$ cat config.mk
export PLATFORM = sky130hd
export DESIGN_NAME = xalu_nibble_seq
export DESIGN_NICKNAME = d
export VERILOG_FILES = /design/src/rtl/xalu_pkg.sv /design/src/rtl/xalu_nibble_seq.sv
export SDC_FILE = /design/constraint.sdc
export NUM_CORES = 1
export LEC_CHECK = 0
export ABC_AREA = 0
export CAP_MARGIN = 5
export CORE_MARGIN = 5
export CORE_UTILIZATION = 40
export CTS_BUF_LIST = sky130_fd_sc_hd__clkbuf_8
export DETAILED_ROUTE_END_ITERATION = 16
export MAX_ROUTING_LAYER = met4
export PLACE_DENSITY = 0.69
export SKIP_CTS_REPAIR_TIMING = 1
export SLEW_MARGIN = 5
export SYNTH_ARGS = -nofsm -noshare
export SYNTH_HDL_FRONTEND = slang
export SYNTH_SLANG_ARGS = --single-unit
$ cat constraint.sdc
create_clock -name clk -period 5.6 [get_ports clk]
set_input_delay 0.84 -clock clk [delete_from_list [all_inputs] [get_ports clk]]
set_output_delay 0.84 -clock clk [all_outputs]
set_load 0.05 [all_outputs]
$ cat src/rtl/xalu_pkg.sv
// Shared definitions for the nibble-serial ALU sequencer: opcodes, FSM states
// and the slice width.
package xalu_pkg;

    localparam int NIB_W = 4;

    localparam logic [2:0] OP_ADD   = 3'd0;
    localparam logic [2:0] OP_AND   = 3'd1;
    localparam logic [2:0] OP_OR    = 3'd2;
    localparam logic [2:0] OP_XOR   = 3'd3;
    localparam logic [2:0] OP_PASSA = 3'd4;
    localparam logic [2:0] OP_PASSB = 3'd5;
    localparam logic [2:0] OP_SHR   = 3'd6;
    localparam logic [2:0] OP_SHL   = 3'd7;

    typedef enum logic [1:0] {
        IDLE = 2'd0,
        RUN  = 2'd1,
        DONE = 2'd2
    } state_t;

endpackage

$ cat src/rtl/xalu_nibble_seq.sv
// Drives an external combinational 4-bit ALU slice one nibble per cycle and
// assembles the full-width result, word carry and status flags.
module xalu_nibble_seq
    import xalu_pkg::*;
#(
    parameter  int NIBBLES = 4,
    localparam int W       = NIB_W * NIBBLES
) (
    input  logic             clk,
    input  logic             rst_n,
    input  logic             start,
    input  logic [2:0]       op,
    input  logic             com,
    input  logic             cin,
    input  logic [W-1:0]     a,
    input  logic [W-1:0]     b,
    output logic             busy,
    output logic             done,
    output logic [W-1:0]     result,
    output logic             cout,
    output logic             zero,
    output logic             neg_zero,
    output logic             equ,
    output logic [NIB_W-1:0] slice_da,
    output logic [NIB_W-1:0] slice_db,
    output logic [2:0]       slice_f,
    output logic             slice_com,
    output logic             slice_ci_right,
    output logic             slice_ci_left,
    input  logic [NIB_W-1:0] slice_d,
    input  logic             slice_co_left,
    input  logic             slice_co_right,
    input  logic             slice_equ,
    output state_t           dbg_state
);

    localparam int IW = $clog2(NIBBLES);

    state_t         r_state;
    logic [W-1:0]   r_a;
    logic [W-1:0]   r_b;
    logic [2:0]     r_op;
    logic           r_com;
    logic [IW-1:0]  r_idx;
    logic           r_carry;
    logic           r_equ_acc;
    logic [W-1:0]   r_acc;
    logic [W-1:0]   r_result;
    logic           r_cout;
    logic           r_zero;
    logic           r_neg_zero;
    logic           r_equ;
    logic           r_busy;
    logic           r_done;

    logic           w_run;
    logic           w_shr;
    logic           w_last;
    logic           w_co;
    logic           w_cout_kept;
    logic [W-1:0]   w_acc_next;

    assign w_run       = (r_state == RUN);
    assign w_shr       = (r_op == OP_SHR);
    // SHR walks MSB to LSB, everything else LSB to MSB.
    assign w_last      = w_shr ? (r_idx == '0) : (r_idx == IW'(NIBBLES - 1));
    assign w_co        = w_shr ? slice_co_right : slice_co_left;
    assign w_cout_kept = (r_op == OP_ADD) || (r_op == OP_SHR) || (r_op == OP_SHL);

    always_comb begin
        w_acc_next = r_acc;
        w_acc_next[int'(r_idx)*NIB_W +: NIB_W] = slice_d;
    end

    // Slice inputs come straight from registers so the slice sees a full cycle.
    assign slice_da       = w_run ? r_a[int'(r_idx)*NIB_W +: NIB_W] : '0;
    assign slice_db       = w_run ? r_b[int'(r_idx)*NIB_W +: NIB_W] : '0;
    assign slice_f        = w_run ? r_op : 3'd0;
    assign slice_com      = w_run & r_com;
    assign slice_ci_right = w_run & ~w_shr & r_carry;
    assign slice_ci_left  = w_run &  w_shr & r_carry;

    always_ff @(posedge clk or negedge rst_n) begin
        if (!rst_n) begin
            r_state    <= IDLE;
            r_a        <= '0;
            r_b        <= '0;
            r_op       <= OP_ADD;
            r_com      <= 1'b0;
            r_idx      <= '0;
            r_carry    <= 1'b0;
            r_equ_acc  <= 1'b0;
            r_acc      <= '0;
            r_result   <= '0;
            r_cout     <= 1'b0;
            r_zero     <= 1'b0;
            r_neg_zero <= 1'b0;
            r_equ      <= 1'b0;
            r_busy     <= 1'b0;
            r_done     <= 1'b0;
        end else begin
            case (r_state)
                IDLE, DONE: begin
                    r_done <= 1'b0;
                    if (start) begin
                        r_a       <= a;
                        r_b       <= b;
                        r_op      <= op;
                        r_com     <= com;
                        r_carry   <= cin;
                        r_equ_acc <= 1'b1;
                        r_idx     <= (op == OP_SHR) ? IW'(NIBBLES - 1) : '0;
                        r_busy    <= 1'b1;
                        r_state   <= RUN;
                    end else begin
                        r_state <= IDLE;
                    end
                end
                RUN: begin
                    r_acc     <= w_acc_next;
                    r_carry   <= w_co;
                    r_equ_acc <= r_equ_acc & slice_equ;
                    if (w_last) begin
                        r_result   <= w_acc_next;
                        r_cout     <= w_cout_kept & w_co;
                        r_zero     <= (w_acc_next == '0);
                        r_neg_zero <= &w_acc_next;
                        r_equ      <= r_equ_acc & slice_equ;
                        r_busy     <= 1'b0;
                        r_done     <= 1'b1;
                        r_state    <= DONE;
                    end else begin
                        r_idx <= w_shr ? (r_idx - IW'(1)) : (r_idx + IW'(1));
                    end
                end
                default: r_state <= IDLE;
            endcase
        end
    end

    assign busy      = r_busy;
    assign done      = r_done;
    assign result    = r_result;
    assign cout      = r_cout;
    assign zero      = r_zero;
    assign neg_zero  = r_neg_zero;
    assign equ       = r_equ;
    assign dbg_state = r_state;

endmodule
* Word level (Yosys, flattened, before mapping)
Cells that the tools add are included.
Widths: inputs -> output; s select.
** Storage, ports and cells
- Word-level logic and storage cells :: 77
- Register bits after elaboration :: 80
- Input port bits :: 47
** Cells by class
- Add/subtract/negate cells :: 3
- Muxes and demuxes :: 22
- Reduce and logical (&&, ||, !) cells :: 15
- Shift operators :: 4
- Equal/unequal tests :: 9
- Bitwise logic cells :: 8
** Operators with widths (number)
- $neg 4->33 :: 1
- $shift 4x33->16 const A :: 1
- $shiftx 4x33->16 :: 1
- $shiftx 16x5->4 :: 2
- $bwmux 16 :: 1
- $logic_not 16->1 :: 1
- $reduce_and 16->1 :: 1
- $mux 2 :: 5
- $eq 3x3->1 const B :: 3
- $mux 4 :: 2
- $pmux 1 s2 :: 4
- $pmux 2 s2 :: 2
- $reduce_and 2->1 :: 4
- $and 1x1->1 :: 7
- $mux 1 :: 7
- $reduce_and 3->1 :: 2
- $eq 2x2->1 const B :: 2
- $logic_not 2->1 :: 2
- $ne 2x2->1 const B :: 2
- $logic_not 3->1 :: 1
- $mux 3 :: 1
- $add 2x1->2 const B :: 1
- $eq 2x1->1 const B :: 1
- $logic_or 1x1->1 :: 2
- other kinds (5) :: 5

* Longest topological paths before layout
Gate-level depths: netlist of run 1.
- Word-level depth :: 4
- Gate-level depth with buffers :: 9
- Gate-level depth less buffers :: 7

* Least setup slack after synthesis of run 1
Ideal clock, no wire load.
- Path kind :: register to output
- Start :: register r_state[0] (netlist: dbg_state[0])
- End :: output port slice_ci_left
- Path buffers :: 1
- Path slack :: 2.871 ns
- Required time :: 4.760 ns
- Data arrival time :: 1.889 ns
- Cell stages (with the launch flop) :: 5
- Path through :: dfrtp_1 nor2b_1 clkbuf_1 nand2_1 nor2_1
** On the way
- Word-level cells in the longest chain between the ends :: 3
** Ends and longest elaborated chain
- start: declaration :: line xalu_nibble_seq.sv:39 : state_t r_state;
- start signal: assignment :: line xalu_nibble_seq.sv:85 : r_state <= IDLE;
- start signal: assignment :: line xalu_nibble_seq.sv:114 : r_state <= RUN;
- start signal: assignment :: line xalu_nibble_seq.sv:116 : r_state <= IDLE;
- $eq 2x1->1 :: line xalu_nibble_seq.sv:63 : assign w_run = (r_state == RUN);
- $and 1x1->1 (2 in series) :: line xalu_nibble_seq.sv:81 : assign slice_ci_left = w_run & w_shr & r_carry;
- end: declaration :: line xalu_nibble_seq.sv:29 : output logic slice_ci_left,
Every way passes these cells.

* Worst setup path in the final report of run 1
- Start :: register r_idx[0]
- End :: output port slice_da[2]
** On the way
- Word-level cells in the longest chain between the ends :: 2
** Ends and longest elaborated chain
- start: declaration :: line xalu_nibble_seq.sv:44 : logic [IW-1:0] r_idx;
- start signal: assignment :: line xalu_nibble_seq.sv:112 : r_idx <= (op == OP_SHR) ? IW'(NIBBLES - 1) : '0;
- start signal: assignment :: line xalu_nibble_seq.sv:133 : r_idx <= w_shr ? (r_idx - IW'(1)) : (r_idx + IW'(1));
- $shiftx 16x5->4 :: line xalu_nibble_seq.sv:76 : assign slice_da = w_run ? r_a[int'(r_idx)*NIB_W +: NIB_W] : '0;
- $mux 4 :: line xalu_nibble_seq.sv:76
- end: declaration :: line xalu_nibble_seq.sv:24 : output logic [NIB_W-1:0] slice_da,
Every way passes these cells.

==> results of run 1 <==
## stage by stage
step / setup slack (ps) / util / total power, mW
after CTS: 1770 / 0.535 / 3.26
final: 1850 / 0.535 / 3.23
after detailed placement: 2130 / 0.510 / 2.77
after global placement: 2230 / 0.510 / 2.73
after floorplan: 2870 / - / 2.27
after global routing: 1680 / 0.535 / 3.45
## cell usage after synthesis, drive strengths merged (2+ instances only)
library cell  count
a32oi             4
and2             13
nor2b             7
mux2i             2
nand4             3
and2b             4
o22a              3
a32o              2
nor2             11
dfrtp            80
a31oi            10
and3b             2
inv               8
o21ai            30
mux2             37
nand2b            3
a22oi             2
nand3b            3
mux4              8
or3               2
clkbuf           12
buf               9
nand2            50
ha                6
nor3              2
nor3b             2
nor4              2
a21oi             4
## state kept, by name, summed over array words and instances, names as in the netlist
register / flops
busy: 1
cout: 1
dbg_state: 2
done: 1
equ: 1
neg_zero: 1
r_a: 16
r_acc: 16
r_b: 16
r_carry: 1
r_com: 1
r_equ_acc: 1
r_idx: 2
r_op: 3
result: 16
zero: 1
## final cells by class
| cell class | count | area [um^2] | share of cell area |
|---|---|---|---|
| clock inverter | 4 | 67.6 | 0.0135 |
| sequential | 80 | 2000 | 0.401 |
| multi-input combinational | 230 | 1720 | 0.344 |
| inverter | 8 | 30.0 | 0.00602 |
| timing repair buffer | 85 | 846 | 0.170 |
| clock buffer | 12 | 165 | 0.0331 |
| tap | 129 | 161 | 0.0324 |
## worst min-delay path, delay by kind of cell (launching register included)
| family | cells | cell delay, ps |
|---|---|---|
| AO/OA/AOI/OAI | 1 | 60 |
| flip-flops | 1 | 340 |
| AND/OR/NAND/NOR | 1 | 40 |
## layout by cell type (no fill, tap or decap), types with 3 or more instances in the layout
master           netlist  final
clkdlybuf4s50_1        0     83
dfrtp_1               80     80
nand2_1               50     50
mux2_2                37     37
o21ai_0               29     29
and2_1                12     12
clkbuf_8               0     12
nor2_1                11     11
a31oi_1               10     10
inv_1                  7      9
mux4_2                 8      8
nor2b_1                7      6
ha_1                   6      6
a21oi_1                4      4
a32oi_1                4      4
nand3b_1               3      3
nand2b_1               3      3
o22a_1                 3      3
nand4_1                3      3
and2b_2                3      3
## metal layers
| layer | wire [um] | GRT usage | part of all wire | up-vias |
|---|---|---|---|---|
| li1 | - | - | - | 1356 |
| met1 | 3890 | 0.208 | 0.43 | 1389 |
| met2 | 4170 | 0.253 | 0.46 | 108 |
| met3 | 790 | 0.0710 | 0.088 | 15 |
| met4 | 129 | 0.0451 | 0.014 | 0 |
| met5 | 0 | - | 0 | - |
## power breakdown
part / switching, mW / total [mW] / leakage (nW) / internal (mW)
clock: 0.199 / 0.483 / 0.125 / 0.285
sequential: 0.201 / 1.03 / 1.00 / 0.832
combinational: 1.01 / 1.71 / 0.939 / 0.703
total: 1.41 / 3.23 / 2.07 / 1.82
## worst paths after layout
check | from | endpoint | cells after the start
worst max-delay path | r_idx[0]$_DFFE_PN0P_ | slice_da[2] | 3
worst min-delay path | result[10]$_DFFE_PN0P_ | result[10]$_DFFE_PN0P_ | 2
worst max register to register | r_idx[0]$_DFFE_PN0P_ | neg_zero$_DFFE_PN0P_ | 7
worst min register to register | result[10]$_DFFE_PN0P_ | result[10]$_DFFE_PN0P_ | 2
max in group asynchronous | rst_n | r_acc[14]$_DFFE_PN0P_ | 1
min in group asynchronous | rst_n | result[0]$_DFFE_PN0P_ | 1
## cells by family (layout without fill, tap and decap cells)
family / count (synthesis) / after routing / share of synthesized area
xor gates and xnor gates: 1 / 1 / 0.00227
buffers and inverters: 29 / 109 / 0.0367
and+or+nand+nor: 109 / 109 / 0.150
muxes: 47 / 47 / 0.160
AOI/OAI and AO/OA: 67 / 67 / 0.112
DFF: 80 / 80 / 0.520
adders and majority gates: 6 / 6 / 0.0195
==> results_dict.tcl, run 1 <==
set metrics [dict create \
    cts_num_sinks 80 \
    clock_skew_ps 7.69 \
    path_buf_inv 1 \
    synth_seq_cells 80 \
    slew_viol_final 0 \
    wl_per_cell_um 16.4 \
    drt-initial-drc-count 174 \
    final_antenna_net_count 0 \
    grt_pass1_wl_um 14800 \
    dr.pass1.iters 4 \
    cp_max_fo 21 \
    seq_area_frac_synth 0.520 \
    dpl-instance-area_mm2 0.00476 \
    setup_violations 0 \
    drv_cap 0 \
    drc_errors 0 \
    r2r_slack_ps 2140 \
    slowest_delay_ps 1070 \
    yosys.area.top_type "dfrtp_1" \
    leakage_nw 2.07 \
    clockRootBuffer "clkbuf_8" \
    insertion_delay_ps 350 \
    grt_pass1_vias 2976 \
    synth.top_cell.area_share 0.520 \
    end_kind "output port" \
    start_util 0.413 \
    dp_hpwl_um 6430 \
    maxSlewHeadroom 0.275 \
    arrival_ps 2910 \
    worstPathRequired_ps 4760 \
    drt-vias-per-instance 5.23 \
    crit_type "reg2out" \
    power.density_mw_per_mm2 647 \
    h-tree-depth 3 \
    dieArea_mm2 0.0117 \
    hp-class "reg2reg" \
    synth_area_mm2 0.00385 \
    syn_to_final_growth_pct 29.5 \
    core_mm2 0.00933 \
    grt_usage 0.168 \
    cts_tree "built" \
    critical_path.top_delay_family "flip-flops" \
    overflow 0 \
    period_minus_slack_ps 3750 \
    diodes 0 \
    crit_chain "mux4_2, and2_1, clkdlybuf4s50_1" \
    die_height_um 108 \
    rsz0062_at_grt "no" \
    crit_slowest_cell "dfrtp_1" \
    dpl.cell_count 532 \
    ys_async_sr_fraction 1.00 \
    hold_viol 0 \
    clk_pin_slew_worst_paths_ps 70 \
    tightest_slew_ps 1090 \
    antenna_found_initial 0 \
    final_cells 548 \
    port_buffers 84 \
    row_count 35 \
    die_x_um 108 \
    synth_edf_count 0 \
    synth_ff_type "dfrtp_1" \
    critPathLaunchType "flop" \
    ios 85 \
    dr_total_vias 2868 \
    max-vdd-ir-drop_mv 0.460 \
    grt_max_degree 81 \
    synthCells 339 \
    outcome "completed" \
    syn_nets 392 \
    postRouteWirelength_um 8980 \
    synth_top_cells_by_area "dfrtp_1, mux2_2, nand2_1" \
    ys_types 53 \
    tns_ps 0 \
    finish.instance_area_mm2 0.00499 \
    hold-worst-slack_ps 479 \
    clockBufferDepth 2 \
    cts_buffers 9 \
    min_period_over_period 0.670 \
    fill_cells 839 \
    fin_nets 467 \
    timing.fmax_mhz 266 \
    syn_area_per_cell_um2 11.4 \
    layout-drive-gt1-share 0.167 \
    yosys_warnings 0 \
    gp_congestion 0.910 \
]
No activity file was read; power rests on OpenSTA's default activity.
==> inputs of run 2 (changes only) <==
==> constraint.sdc (replaced) <==
create_clock -name clk -period 3.5 [get_ports clk]
set_input_delay 0.525 -clock clk [delete_from_list [all_inputs] [get_ports clk]]
set_output_delay 0.525 -clock clk [all_outputs]
set_load 0.05 [all_outputs]
==> results_dict.tcl, run 2 (synthesized netlist as in run 1, its figures left out) <==
set metrics [dict create \
    dieArea_mm2 0.0117 \
    worstPathRequired_ps 3780 \
    core_mm2 0.00933 \
    drc_errors 0 \
    die_height_um 108 \
    arrival_ps 2910 \
    dp_hpwl_um 6590 \
    dr.pass1.iters 4 \
    rsz0062_at_grt "no" \
    fill_cells 828 \
    rr_startpoint "r_idx[0]$_DFFE_PN0P_" \
    period_minus_slack_ps 2620 \
    end_kind "flop" \
    total_power_mw 5.22 \
    start_util 0.413 \
    final_cells 553 \
    fin_ws_ps 877 \
    reg2reg_depth 7 \
    cts_tree "built" \
    postLayoutCoreUtil 0.536 \
    grt_max_degree 81 \
    final_cell_mix "dfrtp_1, clkdlybuf4s50_1, nand2_1" \
    maxSlewHeadroom 0.329 \
    outcome "completed" \
    drv_cap 0 \
    r2r_slack_ps 880 \
    grt_pass1_vias 3091 \
    crit_type "reg2reg" \
    wl_per_cell_um 16.3 \
    drt-initial-drc-count 108 \
    port_buffers 84 \
    grt_usage 0.168 \
    slowest_delay_ps 550 \
    rr_endpoint "neg_zero$_DFFE_PN0P_" \
    ios 85 \
    min_period_over_period 0.749 \
    power.density_mw_per_mm2 1040 \
    diodes 0 \
    postRouteWirelength_um 9010 \
    critPathLaunchType "flop" \
    clockBufferDepth 2 \
    crit_slowest_cell "or4_1" \
    grt_pass1_wl_um 15100 \
    path_buf_inv 1 \
    layout_commonest_cell "dfrtp_1" \
    place_ws_ps 926 \
    h-tree-depth 3 \
    tns_ps 0 \
    overflow 0 \
    clock_skew_ps 10.0 \
    critical_path.top_delay_family "simple AND/OR/NAND/NOR gates" \
    final_antenna_net_count 0 \
    dr_total_vias 2840 \
    dpl-instance-area_mm2 0.00476 \
    timing.fmax_mhz 381 \
    clk_pin_slew_worst_paths_ps 80 \
    tightest_slew_ps 1010 \
    hold_viol 0 \
    layout-drive-gt1-share 0.212 \
    cp_max_fo 9 \
    insertion_delay_ps 350 \
    dpl.cell_count 537 \
    hp-class "in2async" \
    antenna_found_initial 0 \
    max-vdd-ir-drop_mv 0.605 \
    leakage_nw 2.12 \
    gp_congestion 0.933 \
    crit_chain "inv_1, ha_1, nor3b_4, a31oi_1, or4_1, a2111o_1, o21ai_1" \
    hold-worst-slack_ps 334 \
    die_x_um 108 \
    cts_num_sinks 80 \
    slew_viol_final 0 \
    setup_violations 0 \
    cts_buffers 9 \
    row_count 35 \
    fin_nets 472 \
    drt-vias-per-instance 5.14 \
    clockRootBuffer "clkbuf_8" \
    syn_to_final_growth_pct 29.9 \
    finish.instance_area_mm2 0.00500 \
]
==> run 2: area by class of cell <==
type | count | area [um^2] | share of cell area
Inverter | 8 | 30.0 | 0.00600
Clock inverter | 6 | 108 | 0.0215
Clock buffer | 10 | 138 | 0.0275
Multi-Input combinational cell | 230 | 1720 | 0.343
Sequential cell | 80 | 2000 | 0.400
Timing Repair Buffer | 90 | 848 | 0.170
Tap cell | 129 | 161 | 0.0323
==> run 2: where the power goes <==
| part | internal, mW | total (mW) | switching [mW] |
|---|---|---|---|
| Combinational | 1.11 | 2.82 | 1.70 |
| Clock | 0.491 | 0.823 | 0.332 |
| Sequential | 1.33 | 1.58 | 0.244 |
==> run 2: worst max path at each step <==
stage / depth (start not counted) / start / endpoint
CTS: 4 / dbg_state[0]$_DFFE_PN0N_ / slice_f[1]
global placement: 7 / r_idx[0]$_DFFE_PN0P_ / neg_zero$_DFFE_PN0P_
finish: 7 / r_idx[0]$_DFFE_PN0P_ / neg_zero$_DFFE_PN0P_
detailed placement: 7 / r_idx[0]$_DFFE_PN0P_ / neg_zero$_DFFE_PN0P_
floorplan: 8 / r_idx[1]$_DFFE_PN0P_ / neg_zero$_DFFE_PN0P_
global route: 7 / r_idx[0]$_DFFE_PN0P_ / zero$_DFFE_PN0P_
==> run 2: metal layers <==
metal / vias up / wire length, um / share of wire / global-route usage
met3: 14 / 619 / 0.069 / 0.0472
li1: 1364 / - / - / -
met2: 106 / 4170 / 0.46 / 0.263
met4: 0 / 110 / 0.012 / 0.0532
met5: - / 0 / 0 / -
met1: 1356 / 4110 / 0.46 / 0.214
